`src/rtl/pio_hex_display_if.sv`:
```
// PIO word in, six seven-segment digit drives and busy flag out.
interface pio_hex_display_if;
  logic [31:0] pio_in;
  logic [7:0]  hex0;
  logic [7:0]  hex1;
  logic [7:0]  hex2;
  logic [7:0]  hex3;
  logic [7:0]  hex4;
  logic [7:0]  hex5;
  logic        busy;

  modport master (
    output pio_in,
    input  hex0, hex1, hex2, hex3, hex4, hex5, busy
  );

  modport slave (
    input  pio_in,
    output hex0, hex1, hex2, hex3, hex4, hex5, busy
  );
endinterface

```
`src/rtl/pio_hex_display.sv`:
```
// Decodes the PIO control/value word onto six active-low seven-segment
// digits. Hex mode shows value nibbles directly; decimal mode runs a
// sequential shift-add-3 binary-to-BCD conversion first. Supports
// leading-zero blanking, per-digit decimal points and overflow dashes.
module pio_hex_display #(
  parameter int unsigned BIN_WIDTH = 20
) (
  input  logic              clk,
  input  logic              reset,
  pio_hex_display_if.slave  bus
);

  localparam int unsigned CNT_W = $clog2(BIN_WIDTH + 1);

  typedef enum logic [1:0] {
    S_IDLE,
    S_LOAD,
    S_SHIFT,
    S_LATCH
  } state_t;

  state_t               r_state;
  state_t               w_next;
  logic [31:0]          r_pio_q;
  logic [31:0]          r_snap;
  logic                 r_pend;
  logic [23:0]          r_bcd;
  logic [BIN_WIDTH-1:0] r_bin;
  logic [CNT_W-1:0]     r_cnt;
  logic                 r_busy;
  logic [7:0]           r_hex [6];
  logic [23:0]          w_adj;
  logic [7:0]           w_seg [6];
  logic                 w_dec;
  logic                 w_ovf;
  logic                 w_zero;
  logic [3:0]           w_nib;
  int unsigned          w_k;

  function automatic logic [7:0] f_glyph(input logic [3:0] n);
    case (n)
      4'h0: f_glyph = 8'hC0;
      4'h1: f_glyph = 8'hF9;
      4'h2: f_glyph = 8'hA4;
      4'h3: f_glyph = 8'hB0;
      4'h4: f_glyph = 8'h99;
      4'h5: f_glyph = 8'h92;
      4'h6: f_glyph = 8'h82;
      4'h7: f_glyph = 8'hF8;
      4'h8: f_glyph = 8'h80;
      4'h9: f_glyph = 8'h90;
      4'hA: f_glyph = 8'h88;
      4'hB: f_glyph = 8'h83;
      4'hC: f_glyph = 8'hC6;
      4'hD: f_glyph = 8'hA1;
      4'hE: f_glyph = 8'h86;
      default: f_glyph = 8'h8E;
    endcase
  endfunction

  // Register the incoming PIO word every cycle.
  always_ff @(posedge clk) begin
    if (reset) r_pio_q <= '0;
    else       r_pio_q <= bus.pio_in;
  end

  // State register; busy follows the state that is being entered.
  always_ff @(posedge clk) begin
    if (reset) begin
      r_state <= S_IDLE;
      r_busy  <= 1'b0;
    end else begin
      r_state <= w_next;
      r_busy  <= (w_next != S_IDLE);
    end
  end

  // Next-state logic.
  always_comb begin
    w_next = r_state;
    case (r_state)
      S_IDLE:  if (r_pend || (r_pio_q != r_snap)) w_next = S_LOAD;
      S_LOAD:  w_next = r_pio_q[30] ? S_SHIFT : S_LATCH;
      S_SHIFT: if (r_cnt == CNT_W'(BIN_WIDTH - 1)) w_next = S_LATCH;
      S_LATCH: w_next = S_IDLE;
      default: w_next = S_IDLE;
    endcase
  end

  // Add-3 correction of every BCD nibble ahead of the shift.
  always_comb begin
    w_adj = r_bcd;
    for (int unsigned i = 0; i < 6; i++) begin
      if (r_bcd[4*i +: 4] >= 4'd5) w_adj[4*i +: 4] = r_bcd[4*i +: 4] + 4'd3;
    end
  end

  // Snapshot capture and double-dabble shift datapath.
  always_ff @(posedge clk) begin
    if (reset) begin
      r_snap <= '0;
      r_pend <= 1'b1;
      r_bcd  <= '0;
      r_bin  <= '0;
      r_cnt  <= '0;
    end else begin
      case (r_state)
        S_LOAD: begin
          r_snap <= r_pio_q;
          r_pend <= 1'b0;
          r_bin  <= r_pio_q[BIN_WIDTH-1:0];
          r_bcd  <= '0;
          r_cnt  <= '0;
        end
        S_SHIFT: begin
          r_bcd <= {w_adj[22:0], r_bin[BIN_WIDTH-1]};
          r_bin <= {r_bin[BIN_WIDTH-2:0], 1'b0};
          r_cnt <= r_cnt + CNT_W'(1);
        end
        default: ;
      endcase
    end
  end

  // Segment decode, scanned from the top digit down so the running
  // all-zero flag tells each digit whether it is a leading zero.
  always_comb begin
    w_dec  = r_snap[30];
    w_ovf  = w_dec && (r_snap[19:0] > 20'd999999);
    w_zero = 1'b1;
    w_nib  = '0;
    w_k    = 0;
    for (int unsigned i = 0; i < 6; i++) w_seg[i] = 8'hFF;
    for (int unsigned i = 0; i < 6; i++) begin
      w_k = 5 - i;
      if (w_dec)        w_nib = r_bcd[4*w_k +: 4];
      else if (w_k == 5) w_nib = 4'd0;
      else              w_nib = r_snap[4*w_k +: 4];
      w_zero = w_zero && (w_nib == 4'd0);
      if (w_ovf)                              w_seg[w_k] = 8'hBF;
      else if (!w_dec && (w_k == 5))          w_seg[w_k] = 8'hFF;
      else if (r_snap[31] && w_zero && (w_k != 0)) w_seg[w_k] = 8'hFF;
      else                                    w_seg[w_k] = f_glyph(w_nib);
      if (r_snap[24 + w_k]) w_seg[w_k][7] = 1'b0;
    end
  end

  // Output registers update only in LATCH.
  always_ff @(posedge clk) begin
    if (reset) begin
      for (int unsigned i = 0; i < 6; i++) r_hex[i] <= 8'hFF;
    end else if (r_state == S_LATCH) begin
      for (int unsigned i = 0; i < 6; i++) r_hex[i] <= w_seg[i];
    end
  end

  assign bus.hex0 = r_hex[0];
  assign bus.hex1 = r_hex[1];
  assign bus.hex2 = r_hex[2];
  assign bus.hex3 = r_hex[3];
  assign bus.hex4 = r_hex[4];
  assign bus.hex5 = r_hex[5];
  assign bus.busy = r_busy;

endmodule

```
`src/flat_wrapper.sv`:
```
// flat-port wrapper written by rule: the top's interface ports become plain ports
module pio_hex_display_flat 
#(
  parameter int unsigned BIN_WIDTH = 20
)
  (clk, reset, bus_pio_in, bus_hex0, bus_hex1, bus_hex2, bus_hex3, bus_hex4, bus_hex5, bus_busy);
  pio_hex_display_if bus_i ();
  input  logic clk;
  input  logic reset;
  input wire logic [$bits(bus_i.pio_in)-1:0] bus_pio_in;
  output wire logic [$bits(bus_i.hex0)-1:0] bus_hex0;
  output wire logic [$bits(bus_i.hex1)-1:0] bus_hex1;
  output wire logic [$bits(bus_i.hex2)-1:0] bus_hex2;
  output wire logic [$bits(bus_i.hex3)-1:0] bus_hex3;
  output wire logic [$bits(bus_i.hex4)-1:0] bus_hex4;
  output wire logic [$bits(bus_i.hex5)-1:0] bus_hex5;
  output wire logic [$bits(bus_i.busy)-1:0] bus_busy;
  assign bus_i.pio_in = bus_pio_in;
  assign bus_hex0 = bus_i.hex0;
  assign bus_hex1 = bus_i.hex1;
  assign bus_hex2 = bus_i.hex2;
  assign bus_hex3 = bus_i.hex3;
  assign bus_hex4 = bus_i.hex4;
  assign bus_hex5 = bus_i.hex5;
  assign bus_busy = bus_i.busy;
  pio_hex_display #(.BIN_WIDTH(BIN_WIDTH)) u_core (.clk(clk), .reset(reset), .bus(bus_i));
endmodule
```
`config.mk`:
```
export PLATFORM = sky130hd
export DESIGN_NAME = pio_hex_display_flat
export DESIGN_NICKNAME = d
export VERILOG_FILES = /design/src/rtl/pio_hex_display_if.sv /design/src/rtl/pio_hex_display.sv /design/src/flat_wrapper.sv
export SDC_FILE = /design/constraint.sdc
export NUM_CORES = 1
export LEC_CHECK = 0
export BUFFER_PORTS_ARGS = -buffer_cell sky130_fd_sc_hd__buf_2
export CAP_MARGIN = 15
export CORE_UTILIZATION = 45
export CTS_CLUSTER_DIAMETER = 80
export DETAILED_ROUTE_END_ITERATION = 16
export REMOVE_ABC_BUFFERS = 1
export SYNTH_ARGS = -nofsm -noshare
export SYNTH_HDL_FRONTEND = slang
export SYNTH_SLANG_ARGS = --single-unit
```
`constraint.sdc`:
```
create_clock -name clk -period 3.35 [get_ports clk]
set_input_delay 0.67 -clock clk [delete_from_list [all_inputs] [get_ports clk]]
set_output_delay 0.67 -clock clk [all_outputs]
set_load 0.01 [all_outputs]
```
# Word-level counts from Yosys, hierarchy flattened
# Memories as Yosys holds them, arrays and structs flattened.
# Cells that the tools add are included.
# classes
add_sub_neg	7
n_eq_ne	5
reduce_logical	19
muxes	48
bitwise	6
n_lt_le_gt_ge	7
# ops
op	n
8-bit 2-to-1 mux	18
24-bit one-hot mux with 2 select lines	1
4-bit 2-to-1 mux	11
20-bit one-hot mux with 2 select lines	1
32-bit inequality test	1
4-bit by 3-bit greater-or-equal comparator with 1-bit output, second input constant	6
4-bit by 2-bit adder with 4-bit output, second input constant	5
20-bit greater-than comparator, second input constant	1
4-bit logical NOT	5
1-bit 2-to-1 mux	12
1-bit logical AND	10
5-bit one-hot mux with 2 select lines	1
2-bit one-hot mux with 4 select lines	1
1-bit OR	6
5-bit by 1-bit adder with 5-bit output, second input constant	1
5-bit equality test, second input constant	1
2-bit equality test, second input constant	2
2-bit 2-to-1 mux	2
2-bit nonzero test	2
3-bit by 2-bit adder with 3-bit output, second input constant	1
3-bit 2-to-1 mux	1
2-bit by 1-bit equality test with 1-bit output, second input constant	1
2-bit logical NOT	1
1-bit logical OR	1
# word_totals
mem_count	7
regBits	117
mem_bits_ro	672
inputBits	34
mem_bits_rw	48
wordCells	107
output_inout_bits	49
# mem_list
memory	depth	word_bits	read_ports	rd_ports_with_merged_regs	wr	line_no	rtl
(name not given)	16	7	1	0	0	pio_hex_display.sv:41	case (n)
(name not given)	16	7	1	0	0	pio_hex_display.sv:41	
(name not given)	16	7	1	0	0	pio_hex_display.sv:41	
(name not given)	16	7	1	0	0	pio_hex_display.sv:41	
(name not given)	16	7	1	0	0	pio_hex_display.sv:41	
(name not given)	16	7	1	0	0	pio_hex_display.sv:41	
+1 memories	--	--	--	--	--	--	

# Logic depth before layout (Yosys ltp)
# depth
word_depth	11
mapped_depth	11
ltp_nobuf	8

# Worst setup path before layout
# OpenSTA, ideal clock, no wires.
# synth_path
kind	reg-to-reg
from	register u_core.r_snap[30]
to	memory u_core.r_hex[3][1], in the netlist u_core.r_hex[0][25], data pin
path_stages_with_launch	10
required_ns	3.170
t_arrival_ns	2.173
setup_slack_ns	0.996
synth_period_minus_slack_ns	2.354
path_cell_list	dfxtp_1 -> buf_6 -> buf_6 -> buf_6 -> mux2i_1 -> ha_1 -> nand4_1 -> or3_1 -> and2_4 -> o311ai_1
# synth_rtl
element	line_no	rtl
start: declaration	pio_hex_display.sv:25	logic [31:0] r_snap;
start signal: assignment	pio_hex_display.sv:109	r_snap <= r_pio_q;
end: declaration	pio_hex_display.sv:31	logic [7:0] r_hex [6];

==> results.yml <==
worst_setup_path:
  worstSetupPathType: "reg2reg"
  slowest_stage: "dfxtp_2"
  cp_num_buf_inv: 1
  cpPeakStageDelay_ns: 0.60
  worst_r2r_startpoint: "u_core.r_snap[30]"
  reg2reg_to: "u_core.r_hex[0][17]"
  cpLargestDelayFamily: "flip-flops"
  path_cells: "buf_4 -> mux2i_1 -> ha_1 -> o21ai_0 -> nor4_4 -> nor2_1 -> o311ai_1"
  cp-start-kind: "flip-flop"
  endpoint_kind: "flip-flop"
  crit_required_ns: 3.59
  ff2ff_path_depth: 7
  critPathMaxFanout: 19
  arrival_ns: 2.95
  r2r_setup_slack_ns: 0.64
clock_tree:
  clk_latency_ns: 0.43
  clk_pin_slew_ns: 0.07
  ctsHtreeMaxLevel: 4
  clock_sinks: 165
  cts_hold_buf: 0
  cts_root_buffer: "clkbuf_16"
  tritoncts: "built"
  cts_buffers: 17
  cts.repair.resized: 0
  ctsLongestPathBuffers: 2
  cts_setup_buffers: 0
sta:
  final-hold-violation-count: 0
  slew_viol_final: 0
  fin_crit_sh_pct: 80.8
  rsz0062_at_grt: "false"
  period_minus_slack_ns: 2.71
  setup_violations: 0
  fin_worst_skew_ns: 0.00663
  tightest_slew_ns: 0.639
  slew_headroom_pct: 57.4
  fmax_mhz: 369
drt:
  drtAntennaViolNets: 0
  vias: 6061
  drt_iter0_drc: 355
  wl_um: 17800
  via_per_inst: 5.27
  wl_per_cell_um: 15.4
  drt_drc_violations_left: 0
  drt_pass1_iterations: 5
global_route:
  grt_max_degree: 106
  antenna_found_initial: 0
  overflow: 0
  grt_pass1_vias: 5467
  grt_usage_pct: 18.9
  grt_pass1_wl_um: 28700
outcome:
  status: "complete, no violations"
synthesis:
  synth_warnings: 0
  yosysMostFrequentCell: "dfxtp_1"
  synth_area_um2: 8490
  synth_top_area_share_pct: 27.6
  syn_inst: 838
  synth_edf_count: 48
  synth_area_leaders: "dfxtp_1, edfxtp_1, mux2i_1"
  synth_flop_cell: "dfxtp_1"
  synth-async-reset-ratio_pct: 0
  synthTopCellsByCount: "dfxtp_1, nor2_1, mux2i_1"
  synth_seq_area_share_pct: 44.6
  synth_top_area_cell: "dfxtp_1"
  ys_ff_latch: 165
  syn_area_per_cell_um2: 10.1
  ys_types: 59
hold_path:
  hold_path.startpoint: "bus_pio_in[12]"
  min_path_type: "in2reg"
  hold_end: "u_core.r_pio_q[12]"
  hold_path_depth: 2
power:
  power_mw: 5.61
  leakage_nw: 3.46
  ir_drop_mv: 0.405
  powerDensity_nw_per_um2: 579
placement:
  io_buffers: 82
  hpwl_um: 12400
  gp_congestion: 0.867
floorplan:
  dieArea_um2: 19400
  die_h_um: 139
  core_area_um2: 18200
  rows: 49
  die_w_um: 139
  ioPinCount: 83
  start_util_pct: 46.6
cells_and_area:
  final_util_pct: 53.2
  regArea_um2: 3780
  syn_to_final_growth_pct: 14.1
  multi_input_comb_area_um2: 4360
  antennaDiodeCount: 0
  layout-drive-gt1-share_pct: 17.2
  fill_cells: 1640
  fin_nets: 991
flow_run:
  drv_cap: 0
state kept, by name (all words and copies together) (netlist names):
| signal | cells |
|---|---|
| u_core.bus.busy | 1 |
| u_core.r_bcd | 24 |
| u_core.r_bin | 20 |
| u_core.r_cnt | 5 |
| u_core.r_hex | 48 |
| u_core.r_pend | 1 |
| u_core.r_pio_q | 32 |
| u_core.r_snap | 32 |
| u_core.r_state | 2 |
worst max-delay path by stage:
stage / start / endpoint / slack, ns / cells past startpoint
3_5_place_dp: u_core.r_snap[30] / u_core.r_hex[0][19] / 0.64 / 8
5_1_grt: u_core.r_snap[30] / u_core.r_hex[0][36] / 0.44 / 8
6_report: u_core.r_snap[30] / u_core.r_hex[0][17] / 0.64 / 7
3_3_place_gp: u_core.r_snap[30] / u_core.r_hex[0][9] / 0.71 / 8
2_1_floorplan: u_core.r_snap[30] / u_core.r_hex[0][36] / -0.20 / 8
4_1_cts: u_core.r_snap[30] / u_core.r_hex[0][9] / 0.62 / 8
layout by cell type, fill, tap and decap left out, types with 22 or more instances in the layout:
| cell | netlist | routed |
|---|---|---|
| inv_1 | 35 | 35 |
| ha_1 | 48 | 47 |
| edfxtp_1 | 48 | 48 |
| a21oi_1 | 34 | 34 |
| o21ai_0 | 24 | 24 |
| mux2i_1 | 75 | 75 |
| nor2b_1 | 36 | 36 |
| nand2_1 | 42 | 42 |
| buf_2 | 9 | 81 |
| a211oi_1 | 22 | 22 |
| dfxtp_1 | 117 | 116 |
| nor2_1 | 98 | 98 |
| xnor2_1 | 32 | 32 |
area by class of cell:
| cell class | instances | area share (%) |
|---|---|---|
| clock buffers | 18 | 4.65 |
| flip-flops and latches | 165 | 39.1 |
| well taps | 229 | 2.96 |
| clock inverters | 14 | 1.52 |
| inverters | 36 | 1.39 |
| multi-input cells | 593 | 44.9 |
| repair buffers | 96 | 5.47 |
logic make-up (layout without fill, tap and decap cells):
group | Yosys count | after routing | synth area share [%]
simple gates | 246 | 246 | 14.2
flops | 165 | 165 | 44.6
compound gates | 156 | 156 | 12.9
mux | 95 | 95 | 12.1
buf+inv | 80 | 164 | 4.16
fa+ha+maj | 48 | 48 | 7.07
xor+xnor | 48 | 48 | 4.95
metal layers:
| metal | up-vias | routed length, um | track usage (%) |
|---|---|---|---|
| li1 | 3122 | - | - |
| met1 | 2797 | 8940 | 26.0 |
| met2 | 123 | 7980 | 29.3 |
| met3 | 19 | 608 | 3.82 |
| met4 | 0 | 226 | 6.96 |
| met5 | - | 0 | 0 |
report_power, final:
group | internal, mW | switching [mW] | leakage, nW
Clock | 1.10 | 0.872 | 0.295
Combinational | 0.490 | 0.748 | 1.87
Sequential | 2.26 | 0.143 | 1.30
Total | 3.85 | 1.76 | 3.46
metrics by stage:
step	TNS (ns)	instance area, um^2	hold slack (ns)	cells	setup slack (ns)
after global placement	0	9090	0.444	1119	0.715
after CTS	0	9690	0.424	1151	0.621
after floorplan	-3.31	8270	0.431	794	-0.197
after global routing	0	9690	0.434	1151	0.439
after detailed placement	0	9090	0.448	1119	0.635
final	0	9690	0.444	1151	0.642
(Power assumes the default switching activity.)
